**config.mk**
```make
export PLATFORM = sky130hd
export DESIGN_NAME = uc_multiciclo_flat
export DESIGN_NICKNAME = d
export VERILOG_FILES = /design/src/rtl/cpu_pkg.sv /design/src/rtl/uc_multiciclo_if.sv /design/src/rtl/uc_decode.sv /design/src/rtl/uc_multiciclo.sv /design/src/flat_wrapper.sv
export SDC_FILE = /design/constraint.sdc
export NUM_CORES = 1
export LEC_CHECK = 0
export CORE_ASPECT_RATIO = 0.75
export CORE_MARGIN = 2
export CORE_UTILIZATION = 42
export DETAILED_ROUTE_END_ITERATION = 10
export PLACE_DENSITY_LB_ADDON = 0.15
export SLEW_MARGIN = 10
export SYNTH_ARGS = -nofsm -noshare
export SYNTH_HDL_FRONTEND = slang
export SYNTH_SLANG_ARGS = --single-unit
```
**constraint.sdc**
```tcl
create_clock -name clk -period 1.7 [get_ports clk]
set_input_delay 0.425 -clock clk [delete_from_list [all_inputs] [get_ports clk]]
set_output_delay 0.425 -clock clk [all_outputs]
set_load 0.005 [all_outputs]
```
**src/rtl/cpu_pkg.sv**
```systemverilog
// Shared definitions for the multicycle control unit: FSM states, opcode
// encodings and ALU operation codes.
package cpu_pkg;

  localparam int unsigned OPCODE_W = 6;
  localparam int unsigned ALU_OP_W = 3;

  typedef enum logic [1:0] {
    IDLE  = 2'd0,
    FETCH = 2'd1,
    EXEC  = 2'd2,
    HALT  = 2'd3
  } state_t;

  localparam logic [OPCODE_W-1:0] OP_J      = 6'b110000;
  localparam logic [OPCODE_W-1:0] OP_JZ     = 6'b110001;
  localparam logic [OPCODE_W-1:0] OP_JNZ    = 6'b110010;
  localparam logic [OPCODE_W-1:0] OP_HALT   = 6'b111111;
  localparam logic [3:0]          LI_PREFIX = 4'b1000;

  localparam logic [ALU_OP_W-1:0] ALU_OP_0    = 3'b000;
  localparam logic [ALU_OP_W-1:0] ALU_OP_1    = 3'b001;
  localparam logic [ALU_OP_W-1:0] ALU_DEFAULT = 3'b111;

endpackage

```
**src/rtl/uc_multiciclo_if.sv**
```systemverilog
// Control bus between the multicycle control unit (master) and the
// datapath / program memory side (slave).
interface uc_multiciclo_if
  import cpu_pkg::*;
#(
  parameter int unsigned RET_W = 16
);

  logic                start;
  logic                mem_ready;
  logic [OPCODE_W-1:0] opcode;
  logic                z;
  logic                s_inc;
  logic                s_inm;
  logic                we3;
  logic                wez;
  logic [ALU_OP_W-1:0] op_alu;
  logic                pc_we;
  logic                busy;
  logic                halted;
  logic                illegal;
  logic [RET_W-1:0]    retired;

  modport master (
    input  start, mem_ready, opcode, z,
    output s_inc, s_inm, we3, wez, op_alu, pc_we, busy, halted, illegal, retired
  );

  modport slave (
    output start, mem_ready, opcode, z,
    input  s_inc, s_inm, we3, wez, op_alu, pc_we, busy, halted, illegal, retired
  );

endinterface

```
**src/rtl/uc_decode.sv**
```systemverilog
// Combinational instruction decode of the latched opcode into datapath controls.
module uc_decode
  import cpu_pkg::*;
(
  input  logic [OPCODE_W-1:0] op_q,
  input  logic                z,
  output logic                s_inc,
  output logic                s_inm,
  output logic                we3,
  output logic                wez,
  output logic [ALU_OP_W-1:0] op_alu,
  output logic                is_halt,
  output logic                is_illegal
);

  always_comb begin
    s_inc      = 1'b1;
    s_inm      = 1'b0;
    we3        = 1'b0;
    wez        = 1'b0;
    op_alu     = ALU_DEFAULT;
    is_halt    = 1'b0;
    is_illegal = 1'b0;
    if (!op_q[5]) begin
      op_alu = op_q[4:2];
      we3    = 1'b1;
      wez    = 1'b1;
    end else if (op_q[5:2] == LI_PREFIX) begin
      we3   = 1'b1;
      s_inm = 1'b1;
    end else begin
      // z is the flag registered before this instruction, never its own wez
      case (op_q)
        OP_J:    s_inc = 1'b0;
        OP_JZ:   s_inc = ~z;
        OP_JNZ:  s_inc = z;
        OP_HALT: is_halt = 1'b1;
        default: is_illegal = 1'b1;
      endcase
    end
  end

endmodule

```
**src/rtl/uc_multiciclo.sv**
```systemverilog
// Multicycle control unit: sequences FETCH/EXEC for the single-cycle datapath,
// gates write enables to the EXEC cycle and counts retired instructions.
module uc_multiciclo
  import cpu_pkg::*;
#(
  parameter int unsigned RET_W = 16
)(
  input logic              clk,
  input logic              reset,
  uc_multiciclo_if.master  bus
);

  state_t              state;
  logic [OPCODE_W-1:0] op_q;
  logic [RET_W-1:0]    retired_q;
  logic                illegal_q;

  logic                exec;
  logic                dec_s_inc;
  logic                dec_s_inm;
  logic                dec_we3;
  logic                dec_wez;
  logic [ALU_OP_W-1:0] dec_op_alu;
  logic                is_halt;
  logic                is_illegal;

  uc_decode u_decode (
    .op_q       (op_q),
    .z          (bus.z),
    .s_inc      (dec_s_inc),
    .s_inm      (dec_s_inm),
    .we3        (dec_we3),
    .wez        (dec_wez),
    .op_alu     (dec_op_alu),
    .is_halt    (is_halt),
    .is_illegal (is_illegal)
  );

  // Enables depend only on registered state and op_q, never on live opcode
  assign exec        = (state == EXEC);
  assign bus.s_inc   = exec ? dec_s_inc : 1'b1;
  assign bus.s_inm   = dec_s_inm;
  assign bus.op_alu  = dec_op_alu;
  assign bus.we3     = exec & dec_we3;
  assign bus.wez     = exec & dec_wez;
  assign bus.pc_we   = exec & ~is_halt;
  assign bus.busy    = (state == FETCH) || (state == EXEC);
  assign bus.halted  = (state == HALT);
  assign bus.illegal = illegal_q;
  assign bus.retired = retired_q;

  always_ff @(posedge clk) begin
    if (!reset) begin
      state     <= IDLE;
      op_q      <= OP_HALT;
      retired_q <= '0;
      illegal_q <= 1'b0;
    end else begin
      case (state)
        IDLE: begin
          if (bus.start) state <= FETCH;
        end
        FETCH: begin
          if (bus.mem_ready) begin
            op_q  <= bus.opcode;
            state <= EXEC;
          end
        end
        EXEC: begin
          if (is_halt) begin
            state <= HALT;
          end else begin
            retired_q <= retired_q + RET_W'(1);
            illegal_q <= illegal_q | is_illegal;
            state     <= FETCH;
          end
        end
        HALT:    state <= HALT;
        default: state <= IDLE;
      endcase
    end
  end

endmodule
```
**src/flat_wrapper.sv**
```systemverilog
// flat-port wrapper written by rule: the top's interface ports become plain ports
module uc_multiciclo_flat import cpu_pkg::*;
#(
  parameter int unsigned RET_W = 16
)
  (clk, reset, bus_start, bus_mem_ready, bus_opcode, bus_z, bus_s_inc, bus_s_inm, bus_we3, bus_wez, bus_op_alu, bus_pc_we, bus_busy, bus_halted, bus_illegal, bus_retired);
  uc_multiciclo_if #(.RET_W(RET_W)) bus_i ();
  input logic clk;
  input logic reset;
  input wire logic [$bits(bus_i.start)-1:0] bus_start;
  input wire logic [$bits(bus_i.mem_ready)-1:0] bus_mem_ready;
  input wire logic [$bits(bus_i.opcode)-1:0] bus_opcode;
  input wire logic [$bits(bus_i.z)-1:0] bus_z;
  output wire logic [$bits(bus_i.s_inc)-1:0] bus_s_inc;
  output wire logic [$bits(bus_i.s_inm)-1:0] bus_s_inm;
  output wire logic [$bits(bus_i.we3)-1:0] bus_we3;
  output wire logic [$bits(bus_i.wez)-1:0] bus_wez;
  output wire logic [$bits(bus_i.op_alu)-1:0] bus_op_alu;
  output wire logic [$bits(bus_i.pc_we)-1:0] bus_pc_we;
  output wire logic [$bits(bus_i.busy)-1:0] bus_busy;
  output wire logic [$bits(bus_i.halted)-1:0] bus_halted;
  output wire logic [$bits(bus_i.illegal)-1:0] bus_illegal;
  output wire logic [$bits(bus_i.retired)-1:0] bus_retired;
  assign bus_i.start = bus_start;
  assign bus_i.mem_ready = bus_mem_ready;
  assign bus_i.opcode = bus_opcode;
  assign bus_i.z = bus_z;
  assign bus_s_inc = bus_i.s_inc;
  assign bus_s_inm = bus_i.s_inm;
  assign bus_we3 = bus_i.we3;
  assign bus_wez = bus_i.wez;
  assign bus_op_alu = bus_i.op_alu;
  assign bus_pc_we = bus_i.pc_we;
  assign bus_busy = bus_i.busy;
  assign bus_halted = bus_i.halted;
  assign bus_illegal = bus_i.illegal;
  assign bus_retired = bus_i.retired;
  uc_multiciclo #(.RET_W(RET_W)) u_core (.clk(clk), .reset(reset), .bus(bus_i));
endmodule
```
==> results of run 1 <==
-- per-stage QoR --
step	std cells	setup WS, ns	hold slack [ns]	area, sq um
floorplan	155	0.0280	0.458	1270
global placement	247	-0.667	0.458	1830
detailed placement	247	-0.729	0.465	1830
CTS	257	-0.0824	0.485	1970
global route	258	-0.0632	0.512	2070
finish	258	-0.0176	0.482	2070
-- state kept, by name (all words and copies together), names as in the netlist --
| register | flops |
|---|---|
| u_core.bus.retired | 16 |
| u_core.op_q | 6 |
| u_core.state | 2 |
| u_core.bus.illegal | 1 |
-- synth_stat cells, types with 5 or more instances --
cell type / number
nand2_1: 24
o21ai_0: 5
inv_1: 6
dfxtp_1: 25
or4_1: 6
nand3_1: 12
nor2_1: 6
a21oi_1: 16
or3_1: 5
ha_1: 5
o31ai_1: 5
-- metal layers --
layer	up-vias	wire length, um	track usage [%]
li1	688	-	-
met1	632	1700	28.6
met2	48	1920	37.9
met3	4	169	4.11
met4	0	25	5.78
met5	-	0	0
-- repair_timing --
item,4_1_cts,5_1_grt
setup buffers,5,1
resized for setup,51,40
cloned,1,0
setup endpoints to repair,21,26
pin swaps,14,17
-- layout make-up --
type / count / share of cell area, %
Timing Repair Buffer: 67 / 28.1
Tap cell: 38 / 2.30
Clock buffer: 4 / 2.18
Multi-Input combinational cell: 117 / 41.0
Sequential cell: 25 / 25.1
Inverter: 7 / 1.27
-- critical path, delay by kind of cell (launching register included) --
kind	cells	cell delay, ns
simple gates	1	0.18
buf+inv	3	0.27
compound gates	1	0.23
flops	1	0.35
-- worst max path at each step --
stage | start | to
detailed placement | bus_z | bus_s_inc
CTS | bus_z | bus_s_inc
finish | u_core.op_q[5] | bus_pc_we
global placement | bus_z | bus_s_inc
global route | u_core.op_q[0] | bus_s_inc
floorplan | u_core.state[0] | u_core.bus.retired[15]
-- power by group through the flow --
| stage | combinational [mW] | sequential (mW) | clock, mW |
|---|---|---|---|
| after floorplan | 0.163 | 0.653 | 0 |
| after detailed placement | 0.329 | 0.646 | 0 |
| final | 0.407 | 0.639 | 0.362 |
| after global routing | 0.449 | 0.643 | 0.391 |
| after CTS | 0.379 | 0.636 | 0.364 |
| after global placement | 0.318 | 0.644 | 0 |
-- cells by family after synthesis --
group | count (synthesis) | share of synthesized area, %
flops | 25 | 39.3
simple gates | 73 | 30.4
fa+ha+maj | 5 | 4.91
mux | 3 | 2.45
buf+inv | 13 | 4.51
xor+xnor | 4 | 2.75
compound gates | 32 | 15.7
==> results.json, run 1 <==
{
  "syn_to_final_growth_pct": 62.1,
  "dieWidth_um": 67.6,
  "cts_hold_buffers": 0,
  "antenna_found_initial": 0,
  "wire_per_inst_um": 14.8,
  "worst_path_most_repeated_cell": "buf_6",
  "cts.sinks": 25,
  "run_status": "finished, violations left",
  "synth_sequential_area_ratio_pct": 39.3,
  "boundaryPins": 38,
  "routabilityCongestion": 0.843,
  "floorplan.initialDensity_pct": 43.8,
  "clock-skew-final_ns": 0.00290,
  "seqCellArea_sq_um": 519,
  "max-clock-path-buffers": 2,
  "ys_dominant_reg_cell": "dfxtp_1",
  "timing.hold.worst_path_depth": 2,
  "irDropWorstVdd_mv": 0.447,
  "placement_rows": 17,
  "postLayoutCoreUtil_pct": 70.9,
  "final_period_minus_worst_setup_slack_ns": 1.72,
  "synth_warnings": 0,
  "synth_largest_type_area_fraction_pct": 39.3,
  "min_delay_worst_endpoint": "u_core.bus.retired[15]",
  "timing.reg2reg.worst_path_depth": 6,
  "setup.worst_path.start_class": "flop",
  "timing.hold.worst.class": "flop to flop",
  "dp_hpwl_um": 2490,
  "clock_insertion_delay_worst_skew_ns": 0.27,
  "p_comb_share_pct": 28.9,
  "share_clk_of_total_power_pct": 25.7,
  "grt-ovfl-total": 0,
  "power.net_switching_mw": 0.400,
  "timing.reg2reg.setup_slack_ns": 0.01,
  "synth_cells": 155,
  "hold_viol": 0,
  "first_global_vias": 1384,
  "finalSetupTns_ns": -0.0185,
  "rsz_0062_raised_after_global_routing": "yes",
  "die_area_sq_um": 3500,
  "detailedRoute.firstIterationViolations": 93,
  "multi_input_comb_area_sq_um": 848,
  "maxCapViolations": 0,
  "fin_total_pwr_mw": 1.41,
  "synth.top_cells.by_area": "dfxtp_1 (39%), nand2_1 (7.1%), a21oi_1 (6.3%)",
  "end_kind": "primary output",
  "data_arrival_time_of_the_critical_path_ns": 1.29,
  "core_area_sq_um": 2910,
  "syn-mean-instance-area_sq_um": 8.23,
  "p_seq_share_pct": 45.4,
  "total_number_of_vias": 1372,
  "ordered_cell_list_for_the_critical_path": "buf_6 -> and3_4 -> a21bo_4 -> inv_2 -> buf_6",
  "grtUsageTotal_pct": 22.2,
  "clk_transition_reported_paths_ns": 0.09,
  "cts_tree": "yes",
  "tritoncts.num_buffers": 3,
  "timing.final.max_slew_violations": 0,
  "setup_slack_ns": -0.0176,
  "grt_pass1_wl_um": 5930,
  "slew_headroom_pct": 82.0,
  "worstPathRequired_ns": 1.27,
  "route.antenna.remaining_nets": 0,
  "num-nets-final": 237,
  "critical-path-slowest-cell": "dfxtp_2",
  "level_count_of_the_clock_h_tree": 1,
  "fillCellCount": 218,
  "die_span_in_y_um": 51.7,
  "p_sw_share_pct": 28.4,
  "regToRegStartpoint": "u_core.op_q[5]",
  "yosysUniqueCellTypes": 34,
  "numPortBuffers": 37,
  "cpPeakStageDelay_ns": 0.35,
  "hold_start": "u_core.bus.retired[15]",
  "worstPathMaxFanout": 3,
  "power_leakage_nw": 0.814,
  "layout-drive-gt1-share_pct": 41.4,
  "most_common_cell_after_layout_fill_and_taps_aside": "clkdlybuf4s50_1",
  "cts_root_buf": "clkbuf_8",
  "crit_type": "flop to primary output",
  "vias_per_cell": 5.32,
  "p_int_mw": 1.01,
  "worst-slew-pin-transition_ns": 0.268,
  "async_reset_ff_share_pct": 0,
  "clock.fmax_mhz": 582,
  "first_pass_iteration_count_of_the_detailed_router": 4,
  "finalSetupViolations": 2,
  "failed_checks": "negative setup slack",
  "syn-cell-area_sq_um": 1270,
  "period_share_pct": 101,
  "total_power_per_unit_cell_area_nw_per_um2": 682,
  "antenna-diode-count": 0,
  "synth_seq_cells": 25,
  "commonest_cells_after_routing_fill_and_taps_aside": "clkdlybuf4s50_1 (25), buf_4 (24), nand2_1 (23), dfxtp_2 (15), nand3_1 (11)",
  "post_synth_edffs": 0,
  "drc_errors": 0,
  "synth_nets": 171,
  "finalWirelength_um": 3810,
  "grt_start_max_net_pins": 15,
  "synth.largest_area_cell": "dfxtp_1",
  "reg2reg_capture_point": "u_core.bus.retired[10]"
}
Note: power is estimated with default switching activity, not from simulation.
==> run 2, diff against run 1 <==
--- a/config.mk
+++ b/config.mk
@@ -14,3 +14,4 @@
 export SYNTH_ARGS = -nofsm -noshare
 export SYNTH_HDL_FRONTEND = slang
 export SYNTH_SLANG_ARGS = --single-unit
+export TNS_END_PERCENT = 50
==> run 2 against run 1 <==
The flow still finishes with violations (negative setup slack). Largest power group unchanged. Sequential power is essentially flat. Design area shrank 0.85%. Via count grew 0.15%. Global-route usage shrank 0.23 points.
==> results.json, run 2 (synthesis gave the netlist of run 1 again) <==
{
  "cpPeakStageDelay_ns": 0.31,
  "setup_slack_ns": -0.0467,
  "first_pass_iteration_count_of_the_detailed_router": 4,
  "worst-path-buf-inv": 2,
  "placement_rows": 17,
  "dp_hpwl_um": 2490,
  "level_count_of_the_clock_h_tree": 1,
  "grtUsageMet3_pct": 4.76,
  "tritoncts.num_buffers": 3,
  "clock.fmax_mhz": 573,
  "vias_per_cell": 5.37,
  "power_leakage_nw": 0.795,
  "fillCellCount": 227,
  "postLayoutCoreUtil_pct": 70.3,
  "detailedRoute.firstIterationViolations": 67,
  "num-nets-final": 235,
  "critical-path-slowest-cell": "mux2_4",
  "dpl_cell_area_sq_um": 1830,
  "clk_transition_reported_paths_ns": 0.09,
  "worstPathMaxFanout": 1,
  "max-clock-path-buffers": 2,
  "period_share_pct": 103,
  "slew_headroom_pct": 77.9,
  "die_span_in_y_um": 51.7,
  "timing.hold.worst.class": "flop to flop",
  "dieWidth_um": 67.6,
  "numPortBuffers": 37,
  "data_arrival_time_of_the_critical_path_ns": 1.32,
  "grt_start_max_net_pins": 15,
  "largest_register_ffs": 16,
  "worstPathRequired_ns": 1.27,
  "ordered_cell_list_for_the_critical_path": "clkdlybuf4s15_1 -> mux2_4 -> nor4_2 -> nand2_1 -> buf_2",
  "fin_total_pwr_mw": 1.39,
  "die_area_sq_um": 3500,
  "routabilityCongestion": 0.843,
  "most_common_cell_after_layout_fill_and_taps_aside": "clkdlybuf4s50_1",
  "run_status": "finished, violations left",
  "share_clk_of_total_power_pct": 26.2,
  "maxCapViolations": 0,
  "antenna_found_initial": 0,
  "p_sw_share_pct": 28.2,
  "drc_errors": 0,
  "boundaryPins": 38,
  "total_number_of_vias": 1374,
  "met2_usage_pct": 36.9,
  "grtUsageTotal_pct": 22.0,
  "wire_per_inst_um": 14.9,
  "route.antenna.remaining_nets": 0,
  "layout-drive-gt1-share_pct": 39.0,
  "clock-skew-final_ns": 0.00329,
  "timing.final.max_slew_violations": 0,
  "multi_input_comb_area_sq_um": 842,
  "cts.sinks": 25,
  "worst-slew-pin-transition_ns": 0.329,
  "grt-busiest-layer": "met2",
  "setup.worst_path.start_class": "input port",
  "syn_to_final_growth_pct": 60.7,
  "p_int_mw": 0.995,
  "grt_pass1_wl_um": 5880,
  "antenna-diode-count": 0,
  "hold_viol": 0,
  "first_global_vias": 1368,
  "total_power_per_unit_cell_area_nw_per_um2": 676,
  "cts_tree": "yes",
  "grtUsageMet1_pct": 28.6,
  "seqCellArea_sq_um": 518,
  "critical-path-top-delay-family": "buffers and inverters",
  "core_area_sq_um": 2910,
  "commonest_cells_after_routing_fill_and_taps_aside": "clkdlybuf4s50_1 (25), nand2_1 (24), buf_4 (23), dfxtp_2 (14)",
  "grt-ovfl-total": 0,
  "cts_root_buf": "clkbuf_8",
  "p_seq_share_pct": 46.1,
  "crit_type": "input port to primary output",
  "clock_insertion_delay_worst_skew_ns": 0.27,
  "irDropWorstVdd_mv": 0.449,
  "end_kind": "primary output",
  "rsz_0062_raised_after_global_routing": "yes",
  "failed_checks": "negative setup slack",
  "floorplan.initialDensity_pct": 43.8,
  "finalSetupViolations": 2,
  "final_period_minus_worst_setup_slack_ns": 1.75,
  "p_comb_share_pct": 27.7,
  "finalWirelength_um": 3820,
  "final_cell_area_sq_um": 2050,
  "power.net_switching_mw": 0.391
}
## run 2: per-layer routing
metal,up-vias,wire (um)
li1,682,-
met1,637,1700
met2,47,1880
met3,8,176
met4,0,62
met5,-,0
## run 2: cell type report
cell class / instances / area share (%)
flip-flops and latches: 25 / 25.3
well taps: 38 / 2.32
multi-input cells: 117 / 41.1
clock buffers: 4 / 2.20
inverters: 7 / 1.28
repair buffers: 65 / 27.8
## run 2: worst min-delay path: cells and delay by family, from the launching register on
| family | cells | cell delay (ns) |
|---|---|---|
| flops | 1 | 0.33 |
| mux | 1 | 0.06 |
| simple gates | 1 | 0.05 |
## run 2: what timing repair did
action,4_1_cts,5_1_grt
resized for setup,46,40
gates cloned,1,0
pin swaps,14,17
setup endpoints to repair,21,28
hold buffers,0,0
setup buffers,4,0
## run 2: stage by stage
stage                     hold slack, ns  std cells  setup slack, ns  TNS (ns)
after floorplan                    0.458        155           0.0280         0
after global placement             0.458        247           -0.667     -1.27
after detailed placement           0.465        247           -0.729     -1.60
after CTS                          0.485        256          -0.0824    -0.221
after global routing               0.512        256           -0.106    -0.432
final                              0.482        256          -0.0467   -0.0595
## run 2: path summary, 6_finish.rpt
kind | from | to | slack [ns] | cells after the start
min | u_core.bus.retired[15] | u_core.bus.retired[15] | 0.48 | 2
max | bus_z | bus_s_inc | -0.05 | 5
max reg2reg | u_core.op_q[5] | u_core.bus.retired[14] | 0.01 | 6
min reg2reg | u_core.bus.retired[15] | u_core.bus.retired[15] | 0.48 | 2
## run 2: power groups by stage
stage / Clock (mW) / Sequential [mW] / Combinational (mW)
6_report: 0.363 / 0.639 / 0.384
5_1_grt: 0.392 / 0.643 / 0.425
4_1_cts: 0.364 / 0.636 / 0.370
3_5_place_dp: 0 / 0.646 / 0.329
3_3_place_gp: 0 / 0.644 / 0.318
2_1_floorplan: 0 / 0.653 / 0.163
